<file path="src/rtl/am_disp_scan.sv">
// Display stage for AM: captures Out/Ovf on Load and scans four hex digits onto a
// common-anode 7-segment display, showing dashes on overflow. Optional macro: AM_DISP_LZB_EN.
module am_disp_scan #(
    parameter int unsigned SCAN_DIV = 50000
) (
    input  logic        clk,
    input  logic        rst_n,
    input  logic        Load,
    input  logic [15:0] Out,
    input  logic        Ovf,
    output logic [3:0]  AN,
    output logic [6:0]  SEG,
    output logic        Valid
);

    localparam logic [1:0] DIG0 = 2'd0;
    localparam logic [1:0] DIG1 = 2'd1;
    localparam logic [1:0] DIG2 = 2'd2;
    localparam logic [1:0] DIG3 = 2'd3;

    localparam logic [15:0] PCNT_MAX  = 16'(SCAN_DIV - 1);
    localparam logic [6:0]  SEG_DARK  = 7'b1111111;
    localparam logic [6:0]  SEG_DASH  = 7'b0111111;

    logic [15:0] val_q, val_d;
    logic        ovf_q, ovf_d;
    logic        valid_q, valid_d;
    logic [15:0] pcnt_q, pcnt_d;
    logic [1:0]  dig_q, dig_d;
    logic [3:0]  an_q, an_d;
    logic [6:0]  seg_q, seg_d;
    logic [3:0]  nibble;
    logic        blank;

    // Segment codes are active-low, ordered {g,f,e,d,c,b,a}.
    function automatic logic [6:0] hex7(input logic [3:0] h);
        logic [6:0] s;
        case (h)
            4'h0: s = 7'b1000000;
            4'h1: s = 7'b1111001;
            4'h2: s = 7'b0100100;
            4'h3: s = 7'b0110000;
            4'h4: s = 7'b0011001;
            4'h5: s = 7'b0010010;
            4'h6: s = 7'b0000010;
            4'h7: s = 7'b1111000;
            4'h8: s = 7'b0000000;
            4'h9: s = 7'b0010000;
            4'hA: s = 7'b0001000;
            4'hB: s = 7'b0000011;
            4'hC: s = 7'b1000110;
            4'hD: s = 7'b0100001;
            4'hE: s = 7'b0000110;
            default: s = 7'b0001110;
        endcase
        return s;
    endfunction

    always_comb begin
        val_d   = val_q;
        ovf_d   = ovf_q;
        valid_d = valid_q;
        if (Load) begin
            val_d   = Out;
            ovf_d   = Ovf;
            valid_d = 1'b1;
        end

        // The scan runs regardless of Load/Valid so a capture never restarts it.
        pcnt_d = pcnt_q + 16'd1;
        dig_d  = dig_q;
        if (pcnt_q == PCNT_MAX) begin
            pcnt_d = 16'd0;
            case (dig_q)
                DIG0:    dig_d = DIG1;
                DIG1:    dig_d = DIG2;
                DIG2:    dig_d = DIG3;
                default: dig_d = DIG0;
            endcase
        end

        nibble = 4'h0;
        an_d   = 4'b1111;
        case (dig_q)
            DIG0: begin nibble = val_q[3:0];   an_d = 4'b1110; end
            DIG1: begin nibble = val_q[7:4];   an_d = 4'b1101; end
            DIG2: begin nibble = val_q[11:8];  an_d = 4'b1011; end
            default: begin nibble = val_q[15:12]; an_d = 4'b0111; end
        endcase

`ifdef AM_DISP_LZB_EN
        // A digit is blank when it and every digit to its left are zero; digit 0 always shows.
        case (dig_q)
            DIG1:    blank = (val_q[15:4]  == 12'd0);
            DIG2:    blank = (val_q[15:8]  == 8'd0);
            DIG3:    blank = (val_q[15:12] == 4'd0);
            default: blank = 1'b0;
        endcase
`else
        blank = 1'b0;
`endif

        if (!valid_q) begin
            an_d  = 4'b1111;
            seg_d = SEG_DARK;
        end else if (ovf_q) begin
            seg_d = SEG_DASH;
        end else if (blank) begin
            seg_d = SEG_DARK;
        end else begin
            seg_d = hex7(nibble);
        end
    end

    always_ff @(posedge clk or negedge rst_n) begin
        if (!rst_n) begin
            val_q   <= 16'd0;
            ovf_q   <= 1'b0;
            valid_q <= 1'b0;
            pcnt_q  <= 16'd0;
            dig_q   <= DIG0;
            an_q    <= 4'b1111;
            seg_q   <= SEG_DARK;
        end else begin
            val_q   <= val_d;
            ovf_q   <= ovf_d;
            valid_q <= valid_d;
            pcnt_q  <= pcnt_d;
            dig_q   <= dig_d;
            an_q    <= an_d;
            seg_q   <= seg_d;
        end
    end

    assign AN    = an_q;
    assign SEG   = seg_q;
    assign Valid = valid_q;

endmodule

</file>
<file path="config.mk">
export PLATFORM = sky130hd
export DESIGN_NAME = am_disp_scan
export DESIGN_NICKNAME = d
export VERILOG_FILES = /design/src/rtl/am_disp_scan.sv
export SDC_FILE = /design/constraint.sdc
export NUM_CORES = 1
export LEC_CHECK = 0
export CAP_MARGIN = 20
export CORE_UTILIZATION = 54
export CTS_CLUSTER_DIAMETER = 150
export DETAILED_ROUTE_END_ITERATION = 7
export PLACE_DENSITY_LB_ADDON = 0.05
export SLEW_MARGIN = 20
export SYNTH_ARGS = -nofsm -noshare
export SYNTH_HDL_FRONTEND = slang
export SYNTH_SLANG_ARGS = --single-unit
</file>
<file path="constraint.sdc">
create_clock -name clk -period 2.5 [get_ports clk]
set_input_delay 0.625 -clock clk [delete_from_list [all_inputs] [get_ports clk]]
set_output_delay 0.625 -clock clk [all_outputs]
set_load 0.02 [all_outputs]
</file>
-- Word-level counts from Yosys, hierarchy flattened
Memory sizes are Yosys's and may differ from the RTL's.
Cells that the tools add are included.
- reduce and logical (&&, ||, !) cells: 1
- equal/unequal tests: 3
- magnitude comparators: 0
- shift operators: 0
- multiplexer cells: 7
- bitwise operators: 0
- divide/modulo/power cells: 0
- multiply operators: 0
- add/subtract/negate cells: 1
- operator list (operator ; count):
    4-bit case mux with 3 select lines ; 2
    16-bit by 1-bit adder with 16-bit output (second input constant) ; 1
    16-bit equality test (second input constant) ; 1
    16-bit two-way mux ; 1
    7-bit two-way mux ; 2
    2-bit case mux with 3 select lines ; 1
    4-bit two-way mux ; 1
    2-bit by 1-bit equality test with 1-bit output (second input constant) ; 1
    2-bit equality test (second input constant) ; 1
    2-bit logical NOT ; 1
- output and inout bits: 12
- memories: 1
- memory bits (read-only): 112
- bits in latches: 0
- input bits: 20
- RAM bits: 0
- logic and storage cells: 20
- flip-flop bits (word level): 47
- memories (name ; words ; bits a word ; rd ports ; clocked after Yosys merged registers in ; write ports ; RTL line ; RTL):
    (name not given) ; 16 ; 7 ; 1 ; 0 ; 0 ; 38 ; case (h)

-- Longest topological paths before layout
An unclocked memory read counts as a cell.
- depth after elaboration: 5
- gate-level depth with buffers: 10
- mapped depth without buffers: 10

-- Worst setup path after synthesis
No wires, ideal clock.
- kind: register to register
- from: register dig_q[0]
- to: register seg_q[3], in the netlist SEG[3]
- arrival time: 2047 ps
- stages on the path, launching flop included: 10
- period minus slack after synthesis: 2139 ps
- setup time: 92 ps
- path slack: 361 ps
- path through: dfrtp_1 > inv_1 > ha_1 > a222oi_1 > mux2i_1 > inv_1 > ha_1 > nor2_1 > a2111oi_1 > a31oi_1
- word-level cells in the longest chain between the ends: 5
- elaborated cells between the ends (all ways): 7
- those cells by class: 2 x eq/ne; 3 x mux; 1 x reduce/logical; 1 x memory
- ends and longest elaborated chain (element ; RTL line ; RTL):
    from (decl) ; 29 ; logic [1:0] dig_q, dig_d;
    from (signal assigned) ; 129 ; dig_q <= dig_d;
    2-bit equality test (tied with other cells) ; 84 ; case (dig_q)
    4-bit case mux with 3 select lines * ; 84 ;
    memory 16 x 7 bit * ; n/a ;
    7-bit two-way mux * ; 106 ; end else if (ovf_q) begin
    7-bit two-way mux * ; 103 ; if (!valid_q) begin
    via seg_d[3] ; 31 ; logic [6:0] seg_q, seg_d;
    to (signal assigned) ; 131 ; seg_q <= seg_d;
    to (decl) ; 31 ;
Mark *: on every way through the listed nets, which the timed path passes. The rest lies on a longest branch.
A chain may end at the register's enable or synchronous reset.

-- Final worst setup path
Ends and elaborated chain as after synthesis.

==> key figures <==
Outcome
  • Outcome: completed

Placement
  • HPWL Detailed: 3.23 mm
  • Post-placement cell count: ~270
  • I/O Buffers: 31
  • Pre-CTS setup slack: ~0.18 ns
  • Post-DP Area: about 0.0026 mm2
  • Final GP Congestion: 0.939

Synthesis
  • YS warnings: 0
  • Post-synth EDFFs: 0
  • Post-synthesis sequential area ratio: 53.2%
  • Synth Flop Type: dfrtp_1
  • Mapped Cells: 190
  • Synth Net Count: 222
  • Seq cells post-synth: 47
  • Ys async rst share: 100%
  • Syn Std Cell Area: ~0.0022 mm2
  • Yosys cell types: 39
  • Mean Syn Cell Area: around 12 um2

Worst setup path
  • Startpoint types: flip-flop
  • Largest delay contributor family on the critical path: compound AO/OA/AOI/OAI gates
  • Critical path arrival: about 2.5 ns
  • CP endpoint kind: flip-flop
  • Setup Crit Path Kind: flip-flop to flip-flop
  • Largest stage delay, worst path: between 0.3 and 0.4 ns
  • Critical path fanouts, max: 6
  • Worst-path cell chain: inv_1 -> ha_1 -> a222oi_1 -> mux2i_1 -> buf_4 -> ha_1 -> a2111oi_1 -> a31oi_1
  • WP data required: 2.70 ns
  • Worst path slowest cell: dfrtp_1
  • CP dominant cell by count: ha_1
  • Bufs and invs on worst path: 2

Clocking
  • CTS tree: done
  • Num CTS Buffers: 5
  • Max Root-Sink Buffers: 2
  • Worst-Skew Late Latency: about 0.3 ns
  • H-tree depth: 2
  • Clk sinks: 47
  • Root Buffer: clkbuf_8
  • Post-CTS repair timing setup buffer count: 0
  • CTS clk-pin slew, worst paths: approximately 0.09 ns

Finish
  • Reg area: about 0.0012 mm2
  • # nets final: between 200 and 300
  • Fill cells: about 300
  • Commonest non-fill, non-tap cell in the layout: dfrtp_1
  • Synth-to-layout area growth: 21.2%
  • Final Cell Area: between 0.002 and 0.003 mm2
  • Diodes inserted: 0
  • Commonest non-fill, non-tap cells in the layout: dfrtp_1, clkdlybuf4s50_1, nand2_1, nor2_1, mux2_2
  • Fraction of final layout cells sized beyond drive strength 1: 20.5%
  • Multi-input logic area: around 1000 um2
  • Finished Layout Cells: ~280

Power
  • Pwr dens: 567 mW/mm2
  • Max VDD drop: ~0.00043 V
  • Clk network pwr share: just under 30%
  • Switching share of power: 25.9%
  • Internal power: ~0.0011 W
  • Net Sw Power: 0.000398 W
  • Sequential group share of total power: roughly 54%
  • Comb pwr share: 16.0%
  • Leakage Power: around 1.2 nW

Routing
  • DRC: 0
  • Routed vias: around 1500
  • ANT nets after route: 0
  • Vias per cell: approximately 5.5
  • Drt first pass iters: 4
  • Routed len/inst: around 15 um
  • Final WL: about 4.2 mm
  • Initial drt markers: between 100 and 150

Die
  • DIE AREA: 0.00440 mm2
  • Row count: 23
  • Die span in x: 66.4 um
  • # IOs: 32
  • Core Box Area: about 0.0040 mm2
  • Die Y: around 66 um
  • Initial Utilization: 55.9%

STA
  • Final hold slack: between 0.3 and 0.4 ns
  • Post-route clock period utilization: between 90 and 100%
  • Slew margin rel.: around 50%
  • Post-route setup TNS: 0 ns
  • Final Skew: about 0.0023 ns
  • Final Setup Violations: 0
  • Final worst path period need: roughly 2.3 ns
  • Tightest Pin Transition: 0.740 ns
  • Unrepaired setup endpoints after global routing: no
  • Max-slew violation count: 0
  • FMAX: 437 MHz
  • Final WS setup: around 0.21 ns
  • Fin. Hold Viols: 0

Global route
  • Vias in the first global route: between 1500 and 2000
  • Grt total ovfl: 0
  • GRT Total Usage: between 20 and 25%
  • Initial antenna violation count: 0
  • First-pass GRT wire length: about 7.1 mm
  • Largest net degree at the start of global routing: 30

Min path
  • Worst hold path type: input pin to async pin

Run
  • # Max-Cap Violations: 0
-- kinds of logic (layout without fill, tap and decap cells) --
| kind of cell | after synthesis | after routing | share of synthesized area (%) |
|---|---|---|---|
| simple gates | 56 | 56 | 13.5 |
| flops | 47 | 47 | 53.2 |
| compound gates | 24 | 24 | 7.55 |
| mux | 22 | 22 | 10.8 |
| buf+inv | 16 | 55 | 3.13 |
| xor+xnor | 13 | 13 | 5.09 |
| fa+ha+maj | 12 | 12 | 6.71 |
-- worst register-to-register path, delay by kind of cell, from the launching register on --
family          cells  cell delay (ns)
flops               1             0.39
mux                 1             0.15
compound gates      3             0.84
fa+ha+maj           2             0.53
buf+inv             2             0.28
-- synth_stat cells, types with 2 or more instances --
cell type	number	area, um2
nand2b_1	3	18.8
or2_2	2	12.5
xor2_1	6	52.6
o21ai_0	8	40.0
dfrtp_1	36	901
a21oi_1	2	10.0
xnor2_1	7	61.3
nand4b_1	2	17.5
ha_1	12	150
a222oi_1	4	40.0
nor3_1	2	10.0
mux2i_1	8	80.1
nand3_1	5	25.0
inv_1	11	41.3
nor2_1	14	52.6
a31oi_1	2	12.5
mux2_2	13	146
buf_2	2	10.0
nor2b_1	2	12.5
nand2_1	16	60.1
dfstp_2	11	289
o221ai_1	3	26.3
nand4_1	3	18.8
-- final cells by class --
class / count / area share, %
Sequential cell: 47 / 43.9
Clock inverter: 3 / 0.923
Tap cell: 50 / 2.31
Inverter: 11 / 1.52
Clock buffer: 5 / 2.54
Multi-Input combinational cell: 127 / 36.2
Timing Repair Buffer: 36 / 12.6
-- flip-flops by register name, indices dropped and copies added (netlist names) --
name    flops
val_q      16
Valid       1
dig_q       2
SEG         7
ovf_q       1
AN          4
pcnt_q     16
-- metal layers --
| metal | vias up | global-route usage [%] | share of wire (%) |
|---|---|---|---|
| li1 | 731 | - | - |
| met1 | 746 | 26.8 | 43 |
| met2 | 44 | 36.6 | 50 |
| met3 | 13 | 5.00 | 4.0 |
| met4 | 0 | 11.2 | 2.5 |
| met5 | - | 0 | 0 |
-- power groups by stage --
stage	combinational (W)	clock, W	sequential (W)
3_3_place_gp	0.000232	0	0.000851
6_report	0.000246	0.000456	0.000835
5_1_grt	0.000269	0.000504	0.000841
2_1_floorplan	0.000110	0	0.000869
4_1_cts	0.000245	0.000466	0.000836
3_5_place_dp	0.000244	0	0.000850
-- path summary, 6_finish.rpt --
check,from,endpoint,cells after the start,slack (ns)
setup / recovery,dig_q[0],SEG[3],8,0.21
hold / removal,rst_n,ovf_q,1,0.33
setup reg to reg,dig_q[0],SEG[3],8,0.21
hold reg to reg,ovf_q,SEG[6],1,0.48
max in group asynchronous,rst_n,AN[2],2,1.54
min in group clk,ovf_q,SEG[6],1,0.48
-- repair_timing --
item,CTS,global route
endpoints found under the hold margin,0,0
gates resized for setup,0,1
endpoints found under the setup margin,0,3
hold buffers,0,0
-- through the flow --
stage	util (%)	power, W
floorplan	-	0.000978
global placement	65.3	0.00108
detailed placement	65.3	0.00109
CTS	67.7	0.00155
global route	67.8	0.00161
finish	67.8	0.00154
No activity file was read; power rests on OpenSTA's default activity.
